**src/rtl/store_unit.sv**
```systemverilog
// Store/push write engine for the 6502 core: sequences one-byte-per-cycle bus
// writes for STORE and 1-3 byte stack pushes, and returns the updated SP.
module store_unit #(
    parameter int                    REG_WIDTH  = 8,
    parameter int                    ADDR_WIDTH = 16,
    parameter logic [ADDR_WIDTH-1:0] STACK_BASE = 16'h0100
) (
    input  logic                  phi1,
    input  logic                  reset_n,
    input  logic                  req_valid,
    output logic                  req_ready,
    input  logic [1:0]            req_kind,
    input  logic [ADDR_WIDTH-1:0] req_addr,
    input  logic [REG_WIDTH-1:0]  req_data,
    input  logic [ADDR_WIDTH-1:0] req_pc,
    input  logic [REG_WIDTH-1:0]  sp_in,
    output logic [ADDR_WIDTH-1:0] mem_addr,
    output logic [REG_WIDTH-1:0]  mem_data,
    output logic                  mem_we,
    output logic [REG_WIDTH-1:0]  sp_out,
    output logic                  sp_we,
    output logic                  done,
    output logic                  busy
);

    localparam logic [1:0] KIND_STORE = 2'b00;
    localparam logic [1:0] KIND_PUSH1 = 2'b01;
    localparam logic [1:0] KIND_PUSH2 = 2'b10;
    localparam logic [1:0] KIND_PUSH3 = 2'b11;

    typedef enum logic [2:0] {
        IDLE    = 3'd0,
        W_STORE = 3'd1,
        W_PCH   = 3'd2,
        W_PCL   = 3'd3,
        W_P     = 3'd4,
        W_B1    = 3'd5
    } state_t;

    // Stack lives in one page: the offset wraps within the low byte, never carrying into the high byte.
    function automatic logic [ADDR_WIDTH-1:0] stack_addr(input logic [REG_WIDTH-1:0] sp,
                                                         input logic [REG_WIDTH-1:0] offs);
        logic [REG_WIDTH-1:0] lo;
        lo = STACK_BASE[REG_WIDTH-1:0] + sp - offs;
        return {STACK_BASE[ADDR_WIDTH-1:REG_WIDTH], lo};
    endfunction

    state_t                state_r, state_n_s;
    logic [1:0]            kind_r, kind_n_s;
    logic [ADDR_WIDTH-1:0] addr_r, addr_n_s;
    logic [REG_WIDTH-1:0]  data_r, data_n_s;
    logic [ADDR_WIDTH-1:0] pc_r, pc_n_s;
    logic [REG_WIDTH-1:0]  sp_r, sp_n_s;

    logic [ADDR_WIDTH-1:0] mem_addr_r, mem_addr_n_s;
    logic [REG_WIDTH-1:0]  mem_data_r, mem_data_n_s;
    logic                  mem_we_r, mem_we_n_s;
    logic [REG_WIDTH-1:0]  sp_out_r, sp_out_n_s;
    logic                  sp_we_r, sp_we_n_s;
    logic                  done_r, done_n_s;
    logic                  ready_r;

    // Next state and request latching; accept only from IDLE.
    always_comb begin
        state_n_s = state_r;
        kind_n_s  = kind_r;
        addr_n_s  = addr_r;
        data_n_s  = data_r;
        pc_n_s    = pc_r;
        sp_n_s    = sp_r;
        case (state_r)
            IDLE: begin
                if (req_valid) begin
                    kind_n_s = req_kind;
                    addr_n_s = req_addr;
                    data_n_s = req_data;
                    pc_n_s   = req_pc;
                    sp_n_s   = sp_in;
                    case (req_kind)
                        KIND_STORE: state_n_s = W_STORE;
                        KIND_PUSH1: state_n_s = W_B1;
                        KIND_PUSH2: state_n_s = W_PCH;
                        KIND_PUSH3: state_n_s = W_PCH;
                        default:    state_n_s = IDLE;
                    endcase
                end else begin
                    state_n_s = IDLE;
                end
            end
            W_STORE: state_n_s = IDLE;
            W_B1:    state_n_s = IDLE;
            W_PCH:   state_n_s = W_PCL;
            W_PCL: begin
                if (kind_r == KIND_PUSH3) begin
                    state_n_s = W_P;
                end else begin
                    state_n_s = IDLE;
                end
            end
            W_P:     state_n_s = IDLE;
            default: state_n_s = IDLE;
        endcase
    end

    // Outputs are decoded from the state being entered so they can be registered alongside it.
    always_comb begin
        mem_addr_n_s = mem_addr_r;
        mem_data_n_s = mem_data_r;
        mem_we_n_s   = 1'b0;
        sp_out_n_s   = sp_out_r;
        sp_we_n_s    = 1'b0;
        done_n_s     = 1'b0;
        case (state_n_s)
            W_STORE: begin
                mem_addr_n_s = addr_n_s;
                mem_data_n_s = data_n_s;
                mem_we_n_s   = 1'b1;
                done_n_s     = 1'b1;
            end
            W_B1: begin
                mem_addr_n_s = stack_addr(sp_n_s, REG_WIDTH'(0));
                mem_data_n_s = data_n_s;
                mem_we_n_s   = 1'b1;
                sp_out_n_s   = sp_n_s - REG_WIDTH'(1);
                sp_we_n_s    = 1'b1;
                done_n_s     = 1'b1;
            end
            W_PCH: begin
                mem_addr_n_s = stack_addr(sp_n_s, REG_WIDTH'(0));
                mem_data_n_s = pc_n_s[ADDR_WIDTH-1 -: REG_WIDTH];
                mem_we_n_s   = 1'b1;
            end
            W_PCL: begin
                mem_addr_n_s = stack_addr(sp_n_s, REG_WIDTH'(1));
                mem_data_n_s = pc_n_s[REG_WIDTH-1:0];
                mem_we_n_s   = 1'b1;
                if (kind_n_s == KIND_PUSH2) begin
                    sp_out_n_s = sp_n_s - REG_WIDTH'(2);
                    sp_we_n_s  = 1'b1;
                    done_n_s   = 1'b1;
                end else begin
                    sp_we_n_s  = 1'b0;
                    done_n_s   = 1'b0;
                end
            end
            W_P: begin
                mem_addr_n_s = stack_addr(sp_n_s, REG_WIDTH'(2));
                mem_data_n_s = data_n_s;
                mem_we_n_s   = 1'b1;
                sp_out_n_s   = sp_n_s - REG_WIDTH'(3);
                sp_we_n_s    = 1'b1;
                done_n_s     = 1'b1;
            end
            default: begin
                mem_we_n_s = 1'b0;
            end
        endcase
    end

    // State, request and output registers with synchronous reset.
    always_ff @(posedge phi1) begin
        if (!reset_n) begin
            state_r    <= IDLE;
            kind_r     <= 2'b00;
            addr_r     <= '0;
            data_r     <= '0;
            pc_r       <= '0;
            sp_r       <= '0;
            mem_addr_r <= '0;
            mem_data_r <= '0;
            mem_we_r   <= 1'b0;
            sp_out_r   <= '0;
            sp_we_r    <= 1'b0;
            done_r     <= 1'b0;
            ready_r    <= 1'b1;
        end else begin
            state_r    <= state_n_s;
            kind_r     <= kind_n_s;
            addr_r     <= addr_n_s;
            data_r     <= data_n_s;
            pc_r       <= pc_n_s;
            sp_r       <= sp_n_s;
            mem_addr_r <= mem_addr_n_s;
            mem_data_r <= mem_data_n_s;
            mem_we_r   <= mem_we_n_s;
            sp_out_r   <= sp_out_n_s;
            sp_we_r    <= sp_we_n_s;
            done_r     <= done_n_s;
            ready_r    <= (state_n_s == IDLE);
        end
    end

    assign req_ready = ready_r;
    assign busy      = ~ready_r;
    assign mem_addr  = mem_addr_r;
    assign mem_data  = mem_data_r;
    assign mem_we    = mem_we_r;
    assign sp_out    = sp_out_r;
    assign sp_we     = sp_we_r;
    assign done      = done_r;

endmodule

```
**config.mk**
```make
export PLATFORM = sky130hd
export DESIGN_NAME = store_unit
export DESIGN_NICKNAME = d
export VERILOG_FILES = /design/src/rtl/store_unit.sv
export SDC_FILE = /design/constraint.sdc
export NUM_CORES = 1
export LEC_CHECK = 0
export BUFFER_PORTS_ARGS = -buffer_cell sky130_fd_sc_hd__buf_2
export CAP_MARGIN = 20
export CELL_PAD_IN_SITES_DETAIL_PLACEMENT = 0
export CELL_PAD_IN_SITES_GLOBAL_PLACEMENT = 1
export CORE_AREA = 2 2 118 91
export CTS_BUF_LIST = sky130_fd_sc_hd__clkbuf_4 sky130_fd_sc_hd__clkbuf_8 sky130_fd_sc_hd__clkbuf_16
export DETAILED_ROUTE_END_ITERATION = 10
export DIE_AREA = 0 0 120 93
export GPL_ROUTABILITY_DRIVEN = 0
export GPL_TIMING_DRIVEN = 0
export PLACE_DENSITY = 0.79
export SYNTH_ARGS = -nofsm -noshare
export SYNTH_HDL_FRONTEND = slang
export SYNTH_SLANG_ARGS = --single-unit
```
**constraint.sdc**
```tcl
create_clock -name phi1 -period 4.9 [get_ports phi1]
set_input_delay 0.49 -clock phi1 [delete_from_list [all_inputs] [get_ports phi1]]
set_output_delay 0.49 -clock phi1 [all_outputs]
set_load 0.01 [all_outputs]
```
-- Word-level counts from Yosys, hierarchy flattened
Index checks and enable logic that the tools add are counted.
- register bits after elaboration: 89
- input port bits: 53
- output and inout bits: 37
- word-level logic and storage cells: 64
- add/subtract/negate cells: 3
- eq/ne operators: 13
- mux-type cells: 22
- bitwise operators: 1
- reductions and logical operators: 12
- operator list (operator ; count):
    $mux 16 ; 4
    $pmux 16 s4 ; 1
    $pmux 8 s3 ; 2
    $mux 8 ; 5
    $pmux 3 s3 ; 2
    $sub 8x2->8 const B ; 2
    $eq 3x2->1 const B ; 4
    $eq 2x2->1 const B ; 4
    $sub 8x1->8 const B ; 1
    $eq 3x3->1 const B ; 2
    $logic_not 3->1 ; 2
    $mux 3 ; 2
    $reduce_bool 3->1 ; 2
    $reduce_or 2->1 ; 3
    $reduce_or 5->1 ; 1
    $mux 2 ; 2
    $pmux 1 s2 ; 2
    $reduce_bool 4->1 ; 1
    $eq 3x1->1 const B ; 1
    $reduce_or 3->1 ; 1
    $eq 2x1->1 const B ; 1
    $logic_not 2->1 ; 1
    $mux 1 ; 2
    $ne 2x2->1 const B ; 1
    other kinds (2) ; 2

-- Longest topological paths before layout
Gate-level depths: netlist (run 1).
- depth after elaboration: 8
- depth in mapped cells: 12
- gate-level depth less buffers: 10

-- Worst setup path before layout (run 1)
Ideal clock, no wire load.
- path type: in2reg
- start point: input req_valid
- end point: register mem_addr_r[7] (netlist: mem_addr[7])
- setup time: 0.117 ns
- data arrival time: 3.364 ns
- required time: 4.783 ns
- path slack: 1.419 ns
- stages on the path: 10
- path buffers: 2
- cell sequence: nor4b_4 > buf_2 > mux2i_1 > ha_1 > clkbuf_1 > or3b_2 > o32ai_1 > xor2_1 > o221ai_1 > a32o_1
- cells in the longest elaborated chain, start to end: 5
- elaborated cells between the ends (all ways): 16
- classes of those cells: add/sub (2); eq/ne (5); mux (7); reduce/logical (2)
- ends and longest elaborated chain (what ; RTL line ; source):
    start: declaration ; 10 ; input logic req_valid,
    branches (longest 5 deep; another with $sub 8x2->8) ; n/a ;
    end signal: assignment ; 183 ; mem_addr_r <= mem_addr_n_s;
    end: declaration ; 55 ; logic [ADDR_WIDTH-1:0] mem_addr_r, mem_addr_n_s;
Parallel ways; which one is timed is not known.
A chain may end at the register's enable or synchronous reset.

-- Worst setup path in the final report (run 1)
- start point: register state_r[0]
- end point: register mem_addr_r[5] (netlist: mem_addr[5])
- cells in the longest elaborated chain, start to end: 5
- elaborated cells between the ends (all ways): 16
- classes of those cells: add/sub (2); eq/ne (7); mux (4); reduce/logical (3)
- ends and longest elaborated chain (what ; RTL line ; source):
    start: declaration ; 48 ; state_t state_r, state_n_s;
    start signal: assignment ; 177 ; state_r <= state_n_s;
    branches (longest 5 deep; another with $sub 8x2->8) ; n/a ;
Parallel ways; which one is timed is not known.

==> impl_metrics.env, run 1 <==
export IMPL_die_h_um=93
export IMPL_synth_most_common_cell="nand2_1"
export IMPL_gr_total_overflow=0
export IMPL_synth_cell_type_count=54
export IMPL_synth_area_leader_cell="dfxtp_1"
export IMPL_dpl_worst_slack_ns=0.3274
export IMPL_nFillCells=1038
export IMPL_cp_start_kind="flop"
export IMPL_area_delta_synth_final_pct=25.62
export IMPL_async_flop_share_pct=0
export IMPL_ys_warn_count=0
export IMPL_multi_input_area_mm2=0.002001
export IMPL_placed_cells=699
export IMPL_cts_resized_gates=0
export IMPL_clockRootBuffer="clkbuf_16"
export IMPL_met2_usage_pct=31.16
export IMPL_p_per_area_mw_per_mm2=406.4
export IMPL_syn_area_mm2=0.003819
export IMPL_leakage_nw=2.029
export IMPL_wl_per_cell_um=17.27
export IMPL_dr_pass1_iters=5
export IMPL_tightestPinTransition_ns=0.9974
export IMPL_relSlewSlack_pct=31.79
export IMPL_hold_violations=0
export IMPL_detail_route_vias_per_cell=5.341
export IMPL_port_buffers=88
export IMPL_synth_common_cells="nand2_1 (86), dfxtp_1 (80), a21oi_1 (49), nor2_1 (47), o21ai_0 (31)"
export IMPL_drive_gt1_share_pct=21.59
export IMPL_synth_avg_cell_area_um2=8.039
export IMPL_total_power_mw=1.949
export IMPL_ys_top_cells_by_area="dfxtp_1 (42%), nand2_1 (8.5%), a21oi_1 (6.4%)"
export IMPL_fp_coreArea_mm2=0.01005
export IMPL_arrival_ns=4.80
export IMPL_route_detailed_drc=0
export IMPL_h_tree_depth=3
export IMPL_post_route_period_util_pct=93.80
export IMPL_synth_nets=532
export IMPL_hp_start="req_pc[1]"
export IMPL_clk_pin_slew_ns=0.06
export IMPL_critPathBufInv=3
export IMPL_crit_required_ns=5.10
export IMPL_cp_cell_sequence="buf_6 > nor4b_4 > buf_2 > mux2i_1 > ha_1 > clkbuf_1 > or3b_2 > or3_1 > o21ai_0 > xnor2_1 > a221oi_1 > nor2_1"
export IMPL_slew_viol_final=0
export IMPL_drv_cap=0
export IMPL_worstSetupPathType="flop to flop"
export IMPL_min_path_type="input pin to flop"
export IMPL_nNetsFinal=631
export IMPL_via_count=3819
export IMPL_cts_tree="yes"
export IMPL_cp_end_kind="flop"
export IMPL_yosysTopAreaCellShare_pct=41.94
export IMPL_cpLargestDelayFamily="simple AND/OR/NAND/NOR gates"
export IMPL_clk_latency_ns=0.34
export IMPL_io_pins=90
export IMPL_fmax_mhz=217.6
export IMPL_routed_wirelength_mm=12.35
export IMPL_final_util_pct=47.73
export IMPL_num_rows=32
export IMPL_hold_buffers=0
export IMPL_stdcell_area_mm2=0.004797
export IMPL_synth_cells=475
export IMPL_grt_pass1_vias=3449
export IMPL_cts_buffers=9
export IMPL_antenna_cells=0
export IMPL_grt_pass1_wl_mm=19.18
export IMPL_seqCellArea_mm2=0.001602
export IMPL_synth_edf_count=0
export IMPL_startpoint="state_r[0]"
export IMPL_rsz0062_at_grt="false"
export IMPL_postCtsSetupRepairBufs=0
export IMPL_drt_iter0_markers=316
export IMPL_ys_ff_latch=80
export IMPL_die_x_um=120
export IMPL_top_usage_layer="met1"
export IMPL_postRouteAntennaNets=0
export IMPL_cts_sinks=80
export IMPL_grt_usage_pct=22.49
export IMPL_peakVddDrop_mv=0.2427
export IMPL_status="finished, final reports clean"
export IMPL_finClkSkew_ns=0.003070
export IMPL_timing_rr_start="state_r[0]"
export IMPL_fin_crit_ns=4.596
export IMPL_synth_seq_area_share_pct=41.94
export IMPL_hpwl_mm=9.093
export IMPL_setup_ws_ns=0.3040
export IMPL_synthFlopType="dfxtp_1"
export IMPL_dieArea_mm2=0.01116
export IMPL_antenna_found_initial=0
export IMPL_start_util_pct=38.00
export IMPL_crit_slowest_cell="mux2i_1"
export IMPL_tns_ns=0
export IMPL_cts_buffer_depth=2
export IMPL_place_area_mm2=0.004429
export IMPL_gr_usage_met3_pct=8.963
export IMPL_setup_viol=0
export IMPL_grtUsageMet1_pct=32.40
export IMPL_slowest_delay_ns=0.66
export IMPL_holdWs_ns=0.3841
export IMPL_grt_max_degree=15
export IMPL_crit_fanout=10
export IMPL_stdcell_count=715
==> per-layer routing <==
metal  up-vias  wire, um
met5         -         0
met3        18      1306
li1       1872         -
met1      1754      6016
met2       175      4844
met4         0       182
==> worst paths after layout <==
| kind | end | slack [ns] | cells after the start |
|---|---|---|---|
| worst min register to register | mem_addr[2] | 0.46 | 2 |
| worst min-delay path | pc_r[1] | 0.38 | 3 |
| worst max-delay path | mem_addr[5] | 0.30 | 12 |
| worst max register to register | mem_addr[5] | 0.30 | 12 |
==> kinds of logic (layout without fill, tap and decap cells) <==
logic type	Yosys count	after routing	synth area share, %
muxes	20	20	5.406
and+or+nand+nor	166	166	18.91
adders and majority gates	4	4	1.311
xor gates and xnor gates	15	15	3.440
DFF	80	80	41.94
AOI/OAI and AO/OA	138	138	23.33
buffers and inverters	52	156	5.668
==> placed cells by master (no fill, tap or decap), drive strengths merged, types with 10 or more instances in the layout <==
cell / count
nand3: 10
o21ai: 31
nor2: 48
nand2: 86
mux2i: 18
clkbuf: 36
inv: 16
dfxtp: 80
a21oi: 50
buf: 98
==> layout make-up <==
class	count	share of cell area (%)
Tap cell	136	3.547
Clock buffer	9	4.695
Sequential cell	80	33.39
Timing Repair Buffer	88	9.181
Buffer	37	3.339
Clock inverter	7	2.973
Inverter	15	1.174
Multi-Input combinational cell	343	41.71
==> power by group <==
| group | switching (mW) | internal, mW |
|---|---|---|
| Sequential | 0.0261 | 0.701 |
| Clock | 0.281 | 0.551 |
| Combinational | 0.243 | 0.148 |
==> flip-flops by register name, summed over array words and instances (netlist names) <==
name,flops
addr_r,7
data_r,8
done,1
kind_r,2
mem_addr,16
mem_data,8
mem_we,1
pc_r,16
req_ready,1
sp_out,8
sp_r,8
sp_we,1
state_r,3
==> worst register-to-register path, delay by kind of cell (launching register included) <==
kind / cells / cell delay, ns
AND/OR/NAND/NOR: 4 / 1.55
flip-flops: 1 / 0.30
buffers and inverters: 3 / 0.78
adder cells (fa/ha/maj): 1 / 0.27
multiplexers: 1 / 0.66
XOR/XNOR: 1 / 0.14
AO/OA/AOI/OAI: 2 / 0.76
Power figures use the tool's default switching activity.
==> run 2: changes to the inputs <==
--- a/config.mk
+++ b/config.mk
@@ -15,3 +15,2 @@
 export DIE_AREA = 0 0 120 93
-export GPL_ROUTABILITY_DRIVEN = 0
 export GPL_TIMING_DRIVEN = 0
==> constraint.sdc (replaced) <==
create_clock -name phi1 -period 4.9 [get_ports phi1]
set_input_delay 0.98 -clock phi1 [delete_from_list [all_inputs] [get_ports phi1]]
set_output_delay 0.98 -clock phi1 [all_outputs]
set_load 0.01 [all_outputs]
==> run 2 against run 1 <==
Net effect:
- hold slack gained 0.072 ns
- first-iteration DRC count up 5.7%
- sequential power about the same
- via count decreased by 1.2%
- cell count increased by 0.14%
- total power shrank 9.8%
- setup slack got worse by 0.14 ns
- flip-flop and latch count stayed put
- die area stayed put
- critical path depth is the same
- register-to-register slack improved by 0.12 ns
==> impl_metrics.env, run 2 (same netlist as run 1, synthesis figures left out) <==
export IMPL_tns_ns=0
export IMPL_antenna_found_initial=0
export IMPL_total_power_mw=1.759
export IMPL_area_delta_synth_final_pct=23.85
export IMPL_setup_ws_ns=0.1685
export IMPL_dpl_worst_slack_ns=-0.2120
export IMPL_cp_start_kind="input pin"
export IMPL_clk_latency_ns=0.34
export IMPL_p_int_mw=1.220
export IMPL_crit_fanout=10
export IMPL_seqPwrFrac_pct=41.4
export IMPL_finClkSkew_ns=0.003091
export IMPL_route_detailed_drc=0
export IMPL_postRouteAntennaNets=0
export IMPL_grt_max_degree=14
export IMPL_start_util_pct=38.00
export IMPL_postCtsSetupRepairBufs=0
export IMPL_antenna_cells=0
export IMPL_num_rows=32
export IMPL_detail_route_vias_per_cell=5.272
export IMPL_crit_required_ns=5.10
export IMPL_worstSetupPathType="input pin to flop"
export IMPL_grt_usage_pct=22.54
export IMPL_clk_pin_slew_ns=0.06
export IMPL_min_path_type="flop to flop"
export IMPL_grt_pass1_wl_mm=18.98
export IMPL_tightestPinTransition_ns=0.7730
export IMPL_io_pins=90
export IMPL_dieArea_mm2=0.01116
export IMPL_cts_sinks=80
export IMPL_pwr_share_clk_pct=36.2
export IMPL_die_h_um=93
export IMPL_dr_pass1_iters=5
export IMPL_setup_viol=0
export IMPL_drive_gt1_share_pct=21.72
export IMPL_cts_buffer_depth=2
export IMPL_p_per_area_mw_per_mm2=371.8
export IMPL_stdcell_area_mm2=0.004730
export IMPL_slew_viol_final=0
export IMPL_fin_crit_ns=4.731
export IMPL_cts_tree="yes"
export IMPL_relSlewSlack_pct=48.47
export IMPL_cp_end_kind="flop"
export IMPL_wl_per_cell_um=17.27
export IMPL_final_common_cell="buf_2"
export IMPL_port_buffers=88
export IMPL_pwr_share_comb_pct=22.4
export IMPL_via_count=3775
export IMPL_place_area_mm2=0.004429
export IMPL_drt_iter0_markers=334
export IMPL_switching_share_pct=30.60
export IMPL_leakage_nw=1.999
export IMPL_fmax_mhz=211.4
export IMPL_rsz0062_at_grt="false"
export IMPL_h_tree_depth=3
export IMPL_gr_total_overflow=0
export IMPL_cts_buffers=9
export IMPL_nFillCells=1062
export IMPL_die_x_um=120
export IMPL_fp_coreArea_mm2=0.01005
export IMPL_status="finished, final reports clean"
export IMPL_routed_wirelength_mm=12.37
export IMPL_post_route_period_util_pct=96.56
export IMPL_p_switching_mw=0.5381
export IMPL_drv_cap=0
export IMPL_arrival_ns=4.94
export IMPL_grt_pass1_vias=3502
export IMPL_peakVddDrop_mv=0.2415
export IMPL_hold_violations=0
export IMPL_gp_congestion=0.8994
export IMPL_clockRootBuffer="clkbuf_16"
export IMPL_final_cell_mix="buf_2 (90), nand2_1 (86), dfxtp_1 (80), a21oi_1 (49), nor2_1 (47)"
export IMPL_nNetsFinal=632
export IMPL_hpwl_mm=9.181
## run 2: cell types whose count changed in the layout (fill, tap and decap cells not counted), sizes merged
cell          change
clkinvlp          +1
clkbuf            +2
bufinv            -4
clkinv            +2
dlymetal6s2s      +1
inv               -1
## run 2: layout make-up
cell class / count / area, um^2 / area share, %
flip-flops and latches: 80 / 1602 / 33.86
repair buffers: 89 / 452.9 / 9.577
inverters: 15 / 56.30 / 1.190
clock buffers: 11 / 252.7 / 5.344
multi-input cells: 343 / 2004 / 42.38
well taps: 136 / 170.2 / 3.598
clock inverters: 5 / 31.28 / 0.6614
plain buffers: 37 / 160.2 / 3.386
## run 2: critical path, cell delays in order
cell,delay (ns)
buf_2,0.11
nor4b_4,0.52
buf_2,0.35
mux2i_2,0.48
ha_1,0.24
clkbuf_1,0.31
or3b_2,0.54
or3_1,0.31
o21ai_0,0.13
xnor2_1,0.16
a221oi_1,0.70
nor2_1,0.10
## run 2: per-stage QoR
step / utilization, % / hold slack [ns] / cells
2_1_floorplan: - / 0.4357 / 475
3_3_place_gp: 44.07 / 0.4378 / 699
3_5_place_dp: 44.07 / 0.4415 / 699
4_1_cts: 46.90 / 0.4573 / 715
5_1_grt: 47.06 / 0.4717 / 716
6_report: 47.06 / 0.4563 / 716
## run 2: what timing repair did
item / 4_1_cts / 5_1_grt
endpoints found under the setup margin: 0 / 1
gates resized for setup: 0 / 1
hold buffers: 0 / 0
## run 2: final timing paths
kind,start,to,slack (ns),depth (start not counted)
setup / recovery,req_valid,mem_addr[5],0.17,12
hold / removal,pc_r[2],pc_r[2],0.46,2
setup reg to reg,state_r[0],mem_addr[5],0.42,12
hold reg to reg,pc_r[2],pc_r[2],0.46,2
## run 2: power by group through the flow
stage	clock network (mW)	logic, mW	registers, mW
finish	0.637	0.394	0.727
global route	0.674	0.435	0.732
CTS	0.648	0.388	0.727
detailed placement	0	0.386	0.741
global placement	0	0.383	0.739
floorplan	0	0.244	0.748
## run 2: metal layers
layer,vias up,share of wire [%],global-route usage (%)
li1,1874,-,-
met1,1715,48,33.66
met2,167,40,30.68
met3,19,9.9,6.098
met4,0,1.7,7.843
met5,-,0,0
==> run 3: changes to the inputs <==
TNS_END_PERCENT = 100   (was default)
clock period = 4.6 ns   (was 4.9 ns; I/O delays follow)
==> run 3 against run 2 <==
Net effect:
- flip-flop and latch count unchanged
- clock skew is 0.00051 ns lower
- wire length rose by 0.72%
- critical endpoint unchanged
- die area unchanged
- sequential power is 6.6% higher
==> impl_metrics.env, run 3 (same netlist as run 1, synthesis figures left out) <==
export IMPL_final_common_cell="buf_2"
export IMPL_fin_crit_ns=4.216
export IMPL_cp_end_kind="flop"
export IMPL_cts_buffers=9
export IMPL_antenna_cells=0
export IMPL_io_pins=90
export IMPL_grt_max_degree=14
export IMPL_gp_congestion=0.8994
export IMPL_grt_pass1_vias=3499
export IMPL_gr_total_overflow=0
export IMPL_routed_wirelength_mm=12.46
export IMPL_cts_tree="yes"
export IMPL_area_delta_synth_final_pct=24.61
export IMPL_worstSetupPathType="input pin to flop"
export IMPL_leakage_nw=2.018
export IMPL_num_rows=32
export IMPL_relSlewSlack_pct=50.78
export IMPL_detail_route_vias_per_cell=5.306
export IMPL_clockRootBuffer="clkbuf_16"
export IMPL_place_area_mm2=0.004429
export IMPL_status="finished, final reports clean"
export IMPL_reg2regPathDepth=12
export IMPL_grt_pass1_wl_mm=18.97
export IMPL_crit_required_ns=4.82
export IMPL_nNetsFinal=635
export IMPL_min_to="pc_r[2]"
export IMPL_drv_cap=0
export IMPL_crit_fanout=10
export IMPL_nFillCells=1061
export IMPL_antenna_found_initial=0
export IMPL_grt_usage_pct=22.52
export IMPL_tightestPinTransition_ns=0.7178
export IMPL_p_per_area_mw_per_mm2=395.3
export IMPL_r2r_setup_slack_ns=0.58
export IMPL_min_path_type="flop to flop"
export IMPL_die_x_um=120
export IMPL_r2r_end="mem_addr[5]"
export IMPL_min_path_cells=2
export IMPL_clk_latency_ns=0.34
export IMPL_fp_coreArea_mm2=0.01005
export IMPL_postRouteAntennaNets=0
export IMPL_peakVddDrop_mv=0.2579
export IMPL_dieArea_mm2=0.01116
export IMPL_hp_start="pc_r[2]"
export IMPL_hpwl_mm=9.181
export IMPL_dr_pass1_iters=5
export IMPL_hold_violations=0
export IMPL_cp_start_kind="input pin"
export IMPL_drt_iter0_markers=346
export IMPL_start_util_pct=38.00
export IMPL_route_detailed_drc=0
export IMPL_via_count=3815
export IMPL_die_h_um=93
export IMPL_cts_buffer_depth=2
export IMPL_h_tree_depth=3
export IMPL_timing_rr_start="state_r[0]"
export IMPL_post_route_period_util_pct=91.64
export IMPL_slew_viol_final=0
export IMPL_drive_gt1_share_pct=22.30
export IMPL_cts_sinks=80
export IMPL_arrival_ns=4.43
export IMPL_finClkSkew_ns=0.002586
export IMPL_holdWs_ns=0.4573
export IMPL_rsz0062_at_grt="false"
export IMPL_port_buffers=88
export IMPL_setup_viol=0
export IMPL_stdcell_area_mm2=0.004758
export IMPL_wl_per_cell_um=17.32
export IMPL_fmax_mhz=237.2
export IMPL_clk_pin_slew_ns=0.06
export IMPL_final_cell_mix="buf_2 (90), nand2_1 (86), dfxtp_1 (80), a21oi_1 (49), nor2_1 (47)"
[run 3: layout make-up]
cell class | instances | area [um^2] | area share (%)
Buffer | 37 | 160.2 | 3.366
Clock buffer | 11 | 252.7 | 5.312
Clock inverter | 5 | 31.28 | 0.6574
Inverter | 15 | 56.30 | 1.183
Multi-Input combinational cell | 343 | 2011 | 42.26
Sequential cell | 80 | 1602 | 33.66
Tap cell | 136 | 170.2 | 3.576
Timing Repair Buffer | 92 | 475.5 | 9.992
[run 3: metrics by stage]
step	util, %	instances	setup WS, ns	total power [mW]	setup TNS, ns
6_report	47.35	719	0.3844	1.881	0
5_1_grt	47.35	719	0.1651	1.968	0
4_1_cts	46.94	715	0.06176	1.879	0
3_5_place_dp	44.07	699	-0.4520	1.201	-0.7896
3_3_place_gp	44.07	699	-0.5542	1.195	-1.101
2_1_floorplan	-	475	0.6886	1.057	0
[run 3: worst max path at each step]
stage | startpoint | to | slack (ns) | cells past startpoint
finish | req_valid | mem_addr[5] | 0.38 | 12
global route | req_valid | mem_addr[5] | 0.17 | 12
CTS | req_valid | mem_addr[5] | 0.06 | 12
detailed placement | req_valid | mem_addr[5] | -0.45 | 12
global placement | req_valid | mem_addr[5] | -0.55 | 12
floorplan | req_valid | mem_addr[7] | 0.69 | 10
[run 3: timing repair]
action	CTS	global route
endpoints found under the setup margin	1	1
hold buffers	0	0
resized for setup	1	1
buffers inserted	0	3
endpoints found under the hold margin	0	0
pin swaps	0	0
[run 3: power by group]
| part | leakage [nW] | switching (mW) | internal (mW) |
|---|---|---|---|
| Combinational | 1.22 | 0.263 | 0.164 |
| Sequential | 0.657 | 0.0276 | 0.747 |
| Clock | 0.141 | 0.286 | 0.393 |
| Total | 2.02 | 0.577 | 1.30 |
[run 3: critical path, cell delays in order]
cell      delay (ns)
buf_2           0.11
nor4b_4         0.33
buf_2           0.31
mux2i_2         0.48
ha_1            0.24
clkbuf_1        0.31
or3b_2          0.54
or3_1           0.31
o21ai_0         0.13
xnor2_1         0.19
a221oi_2        0.46
nor2_1          0.09
[run 3: layer usage]
layer	up-vias	GRT usage, %	wire, um
met5	-	0	0
met4	0	7.843	230
met3	18	6.220	1190
met2	160	30.63	4974
met1	1758	33.56	6061
li1	1879	-	-
